==> src/rtl/pipes.sv <==
// Shared fetch-path types: instruction bus payloads and fetch-queue entries.
package pipes;

    localparam int unsigned XLEN = 64;
    localparam int unsigned ILEN = 32;

    typedef struct packed {
        logic            valid;
        logic [XLEN-1:0] addr;
    } ibus_req_t;

    typedef struct packed {
        logic            data_ok;
        logic [ILEN-1:0] data;
    } ibus_resp_t;

    typedef struct packed {
        logic [XLEN-1:0] pc;
        logic [ILEN-1:0] instr;
        logic            misalign;
    } fq_entry_t;

    typedef enum logic {
        FQ_FETCH   = 1'b0,
        FQ_DISCARD = 1'b1
    } fq_state_e;

endpackage

==> src/rtl/fetch_queue_ram.sv <==
// Entry storage for the fetch queue: one synchronous write port, one async read port.
// No reset; the owner tracks which slots hold live data.
module fetch_queue_ram
    import pipes::*;
#(
    parameter int unsigned DEPTH = 4
) (
    input  logic                       clk,
    input  logic                       we_i,
    input  logic [$clog2(DEPTH)-1:0]   waddr_i,
    input  fq_entry_t                  wdata_i,
    input  logic [$clog2(DEPTH)-1:0]   raddr_i,
    output fq_entry_t                  rdata_o
);

    fq_entry_t mem_q [DEPTH];

    always_ff @(posedge clk) begin
        if (we_i) begin
            mem_q[waddr_i] <= wdata_i;
        end
    end

    assign rdata_o = mem_q[raddr_i];

endmodule

==> src/rtl/fetch_queue.sv <==
// Instruction fetch queue: sequential bus fetch from an internal PC into a small
// FIFO of {pc, instr, misalign}, popped by decode and flushed by redirects.
module fetch_queue
    import pipes::*;
#(
    parameter int unsigned DEPTH    = 4,
    parameter logic [63:0] RESET_PC = 64'h0000_0000_8000_0000
) (
    input  logic                      clk,
    input  logic                      reset,
    output ibus_req_t                 ireq,
    input  ibus_resp_t                iresp,
    input  logic                      redirect_valid,
    input  logic [63:0]               redirect_pc,
    output logic                      out_valid,
    input  logic                      out_ready,
    output logic [63:0]               out_pc,
    output logic [31:0]               out_instr,
    output logic                      out_misalign,
    output logic [$clog2(DEPTH):0]    count
);

    localparam int unsigned PTR_W = $clog2(DEPTH);
    localparam int unsigned CNT_W = PTR_W + 1;
    localparam logic [CNT_W-1:0] FULL_CNT = CNT_W'(DEPTH);

    fq_state_e        state_q, state_d;
    logic [63:0]      fetch_pc_q, fetch_pc_d;
    logic [63:0]      discard_addr_q, discard_addr_d;
    logic [PTR_W-1:0] wptr_q, wptr_d;
    logic [PTR_W-1:0] rptr_q, rptr_d;
    logic [CNT_W-1:0] count_q, count_d;
    logic             stall_q, stall_d;

    logic      req_valid;
    logic      resp_fire;
    logic      fetch_push;
    logic      misalign_push;
    logic      push;
    logic      pop;
    logic      we;
    fq_entry_t wdata;
    fq_entry_t head;

    // Bus request is a function of registered state only, held off during reset.
    always_comb begin
        req_valid = 1'b0;
        if (!reset) begin
            if (state_q == FQ_DISCARD) begin
                req_valid = 1'b1;
            end else begin
                req_valid = !stall_q && (fetch_pc_q[1:0] == 2'b00) && (count_q != FULL_CNT);
            end
        end
    end

    assign resp_fire     = req_valid && iresp.data_ok;
    assign fetch_push    = (state_q == FQ_FETCH) && resp_fire;
    assign misalign_push = (state_q == FQ_FETCH) && !stall_q && (fetch_pc_q[1:0] != 2'b00)
                           && (count_q != FULL_CNT);
    assign push          = fetch_push || misalign_push;
    assign pop           = (count_q != '0) && out_ready;

    always_comb begin
        state_d        = state_q;
        fetch_pc_d     = fetch_pc_q;
        discard_addr_d = discard_addr_q;
        wptr_d         = wptr_q;
        rptr_d         = rptr_q;
        count_d        = count_q;
        stall_d        = stall_q;
        we             = 1'b0;
        wdata.pc       = fetch_pc_q;
        wdata.instr    = iresp.data;
        wdata.misalign = 1'b0;

        if (redirect_valid) begin
            // Flush wins over everything; a still-pending request must be drained first.
            fetch_pc_d = redirect_pc;
            count_d    = '0;
            wptr_d     = '0;
            rptr_d     = '0;
            stall_d    = 1'b0;
            if (req_valid && !iresp.data_ok) begin
                state_d = FQ_DISCARD;
                if (state_q == FQ_FETCH) begin
                    discard_addr_d = fetch_pc_q;
                end
            end else begin
                state_d = FQ_FETCH;
            end
        end else if (state_q == FQ_DISCARD) begin
            if (resp_fire) begin
                state_d = FQ_FETCH;
            end
        end else begin
            if (misalign_push) begin
                wdata.instr    = '0;
                wdata.misalign = 1'b1;
                stall_d        = 1'b1;
            end
            if (fetch_push) begin
                fetch_pc_d = fetch_pc_q + 64'd4;
            end
            we = push;
            if (push) begin
                wptr_d = wptr_q + PTR_W'(1);
            end
            if (pop) begin
                rptr_d = rptr_q + PTR_W'(1);
            end
            count_d = count_q + CNT_W'(push) - CNT_W'(pop);
        end
    end

    always_ff @(posedge clk or posedge reset) begin
        if (reset) begin
            state_q        <= FQ_FETCH;
            fetch_pc_q     <= RESET_PC;
            discard_addr_q <= '0;
            wptr_q         <= '0;
            rptr_q         <= '0;
            count_q        <= '0;
            stall_q        <= 1'b0;
        end else begin
            state_q        <= state_d;
            fetch_pc_q     <= fetch_pc_d;
            discard_addr_q <= discard_addr_d;
            wptr_q         <= wptr_d;
            rptr_q         <= rptr_d;
            count_q        <= count_d;
            stall_q        <= stall_d;
        end
    end

    fetch_queue_ram #(
        .DEPTH (DEPTH)
    ) u_ram (
        .clk     (clk),
        .we_i    (we),
        .waddr_i (wptr_q),
        .wdata_i (wdata),
        .raddr_i (rptr_q),
        .rdata_o (head)
    );

    always_comb begin
        ireq.valid = req_valid;
        ireq.addr  = '0;
        if (req_valid) begin
            ireq.addr = (state_q == FQ_DISCARD) ? discard_addr_q : fetch_pc_q;
        end
    end

    assign out_valid    = (count_q != '0);
    assign out_pc       = out_valid ? head.pc       : '0;
    assign out_instr    = out_valid ? head.instr    : '0;
    assign out_misalign = out_valid ? head.misalign : 1'b0;
    assign count        = count_q;

endmodule

==> config.mk <==
export PLATFORM = sky130hd
export DESIGN_NAME = fetch_queue
export DESIGN_NICKNAME = d
export VERILOG_FILES = /design/src/rtl/pipes.sv /design/src/rtl/fetch_queue_ram.sv /design/src/rtl/fetch_queue.sv
export SDC_FILE = /design/constraint.sdc
export NUM_CORES = 1
export LEC_CHECK = 0
export CAP_MARGIN = 20
export CELL_PAD_IN_SITES_DETAIL_PLACEMENT = 2
export CELL_PAD_IN_SITES_GLOBAL_PLACEMENT = 2
export CORE_UTILIZATION = 44
export DETAILED_ROUTE_END_ITERATION = 16
export PLACE_DENSITY = 0.95
export SYNTH_ARGS = -nofsm -noshare
export SYNTH_HDL_FRONTEND = slang
export SYNTH_SLANG_ARGS = --single-unit
==> constraint.sdc <==
create_clock -name clk -period 10 [get_ports clk]
set_clock_uncertainty 0.1 [all_clocks]
set_input_delay 1 -clock clk [delete_from_list [all_inputs] [get_ports clk]]
set_output_delay 1 -clock clk [all_outputs]
set_load 0.02 [all_outputs]
==> run summary <==
Final core occ = 55.0%
Synthesis Warnings = 0
Status = finished, final reports clean
Die height = 228 µm
Placer's final routability congestion estimate = 0.776
DRT Pass-1 Iters = 5
RR Endpoint = discard_addr_q[45]
Synth async-reset ratio = 26.1%
I/O pin cnt = 267
Clock Latency Late Sink = 0.61 ns
Highest-count cells in the layout ignoring fill and taps = 388 x edfxtp_1, 265 x clkdlybuf4s50_1, 133 x dfrtp_1
Hold Crit Depth = 1
Fraction of layout cells with a size suffix above 1 = 17.2%
Sequential element share of the synthesized area = 66.9%
Fin crit share = 54.5%
Hold-fix buffers, CTS = 0
Worst EP required = 8.90 ns
Hold_sp = discard_addr_q[38]
GRT Total Usage = 29.1%
Avg Cell Area, Syn = 15.6 µm²
Final WL = 75.2 mm
First-pass GRT wire length = 113 mm
Htree depth = 2
Post-DR vias/cell = 6.01
GRT overflow = 0
Post-synth EDFFs = 388
Synth Net Count = 1551
FILL cells = 4450
RR Startpoint = count[1]
Avg WL per Cell = 31.1 µm
Worst Hold Endpoint = discard_addr_q[38]
Worst VDD drop = 131 µV
Nets = 1809
FMAX = 183 MHz
Top cells by area, synth = edfxtp_1 52%, dfrtp_1 15%, mux4_2 9.7%
Reg2reg path depth = 7
Area added between synthesis and finish = 22.8%
Estimated wirelength of the detail-placed design = 45.8 mm
Root buffer cell = clkbuf_16
WS Path Type = reg2out
Register bit count reported by yosys = 525
CTS clk-pin slew, worst paths = 0.06 ns
Starting Density = 44.8%
Vias = 14550
Worst relative slew slack = 27.8%
Final hold slack = 0.398 ns
Final Hold Viols = 0
Antenna violations before repair = 2
Total CTS buffers = 56
Number of remaining DRC errors = 0
Row Count = 82
Reg2Reg Setup Slack = 5.87 ns
CTS tree = built
DR iter-0 viols = 1207
Leakage = 9.45 nW
Vias in the first global route = 16318
Worst-path fanout max = 38
Setup bufs post-CTS = 0
PD cells = 261 nW/µm²
Total Neg Setup Slack = 0 ns
Startpoint types = register
Slew Limit Fails = 0
Crit path time final = 5.45 ns
Cells after DPL = 2315
Core ar. = 50400 µm²
Number of gates resized after cts = 0
Synthesized instance count = 1443
Largest net degree at the start of global routing = 99
Critical Path End Type = output port
Hold crit path type = reg2reg
Ys flop type = edfxtp_1
Dominant cell type by area after synthesis = edfxtp_1
Sink Count = 525
Die footprint = 52100 µm²
Worst Max-Slew Pin Slew = 1.08 ns
Worst EP arrival = 4.35 ns
Max-cap violations = 0
Unrepaired setup endpoints after global routing = no
Final setup viols = 0
Synthesized area = 22500 µm²
Post-Layout Cell Count = 2420
Commonest non-fill, non-tap cell in the layout = edfxtp_1
Antenna-violating nets left = 0
Post-synth top area share = 51.7%
Post-synthesis cell type count = 52
Max clock buf depth = 3
Port buffer count = 266
Die X = 228 µm
-- state kept, by name, indices dropped and copies added (netlist names) --
name            cells
count               3
discard_addr_q     64
fetch_pc_q         64
rptr_q              2
stall_q             1
state_q             1
u_ram.mem_q       388
wptr_q              2
-- routing by layer --
metal	global-route usage, %	up-vias	share of wire (%)
met5	0	-	0.017
met4	9.98	2	3.5
met3	4.65	151	5.7
met2	50.9	619	51
met1	36.7	7755	39
li1	-	6023	-
-- worst max-delay path: stages, from the launching register on --
cell and delay [ns]:
dfrtp_1 0.50, nor3b_1 0.85, nor2_1 0.26, o21ai_4 0.77, buf_4 0.59, inv_1 0.12
clkdlybuf4s50_1 0.64
-- metrics by stage --
step                      setup WS, ns  power, mW  area [µm²]
final                             4.55       7.22       27700
after CTS                         4.58       7.28       27700
after floorplan                   2.22       4.12       22500
after detailed placement          4.51       5.17       25900
after global placement            4.80       5.02       25900
after global routing              4.40       7.45       27700
-- cell usage after synthesis, types with 6 or more instances --
cell type  count
nor3_1         9
xnor2_1       12
nor2b_1       34
or4_1         15
o31ai_1       13
ha_1           6
and2_1       103
and3_1        11
buf_1         14
nor2_1       111
nand2_1       65
edfxtp_1     388
o21ai_0       42
nand3_1       26
clkbuf_1      59
xor2_1        24
nand4_1       37
inv_1         10
buf_2         12
mux2_2        67
mux4_2        97
mux2i_1       66
dfrtp_1      136
a31oi_1       23
or3_1         16
-- where the power goes --
| group | internal, mW | switching, mW |
|---|---|---|
| Combinational | 1.00 | 1.22 |
| Sequential | 2.69 | 0.252 |
| Clock | 1.18 | 0.887 |
| Total | 4.86 | 2.36 |
-- kinds of logic after synthesis --
kind of cell	count (synthesis)	synth area share, %
xor+xnor	36	1.40
mux	231	16.0
fa+ha+maj	7	0.422
buf+inv	98	1.72
flops	525	66.9
compound gates	91	2.43
simple gates	455	11.1
-- worst max path at each step --
stage	startpoint	to	slack (ns)	depth (start not counted)
floorplan	reset	u_ram.mem_q[0][0]	2.22	4
global placement	reset	u_ram.mem_q[2][54]	4.80	6
detailed placement	reset	u_ram.mem_q[2][53]	4.51	6
CTS	count[1]	ireq[64]	4.58	6
global route	count[1]	ireq[64]	4.40	6
finish	count[1]	ireq[64]	4.55	6
-- cell type report --
cell class	instances	area, µm²	share of cell area (%)
Timing Repair Buffer	287	2820	10.2
Tap cell	672	841	3.04
Sequential cell	525	15100	54.5
Clock buffer	78	1590	5.72
Antenna cell	1	2.50	0.00904
Inverter	11	46.3	0.167
Multi-Input combinational cell	820	7120	25.7
Clock inverter	26	195	0.705
No activity file was read; power rests on OpenSTA's default activity.
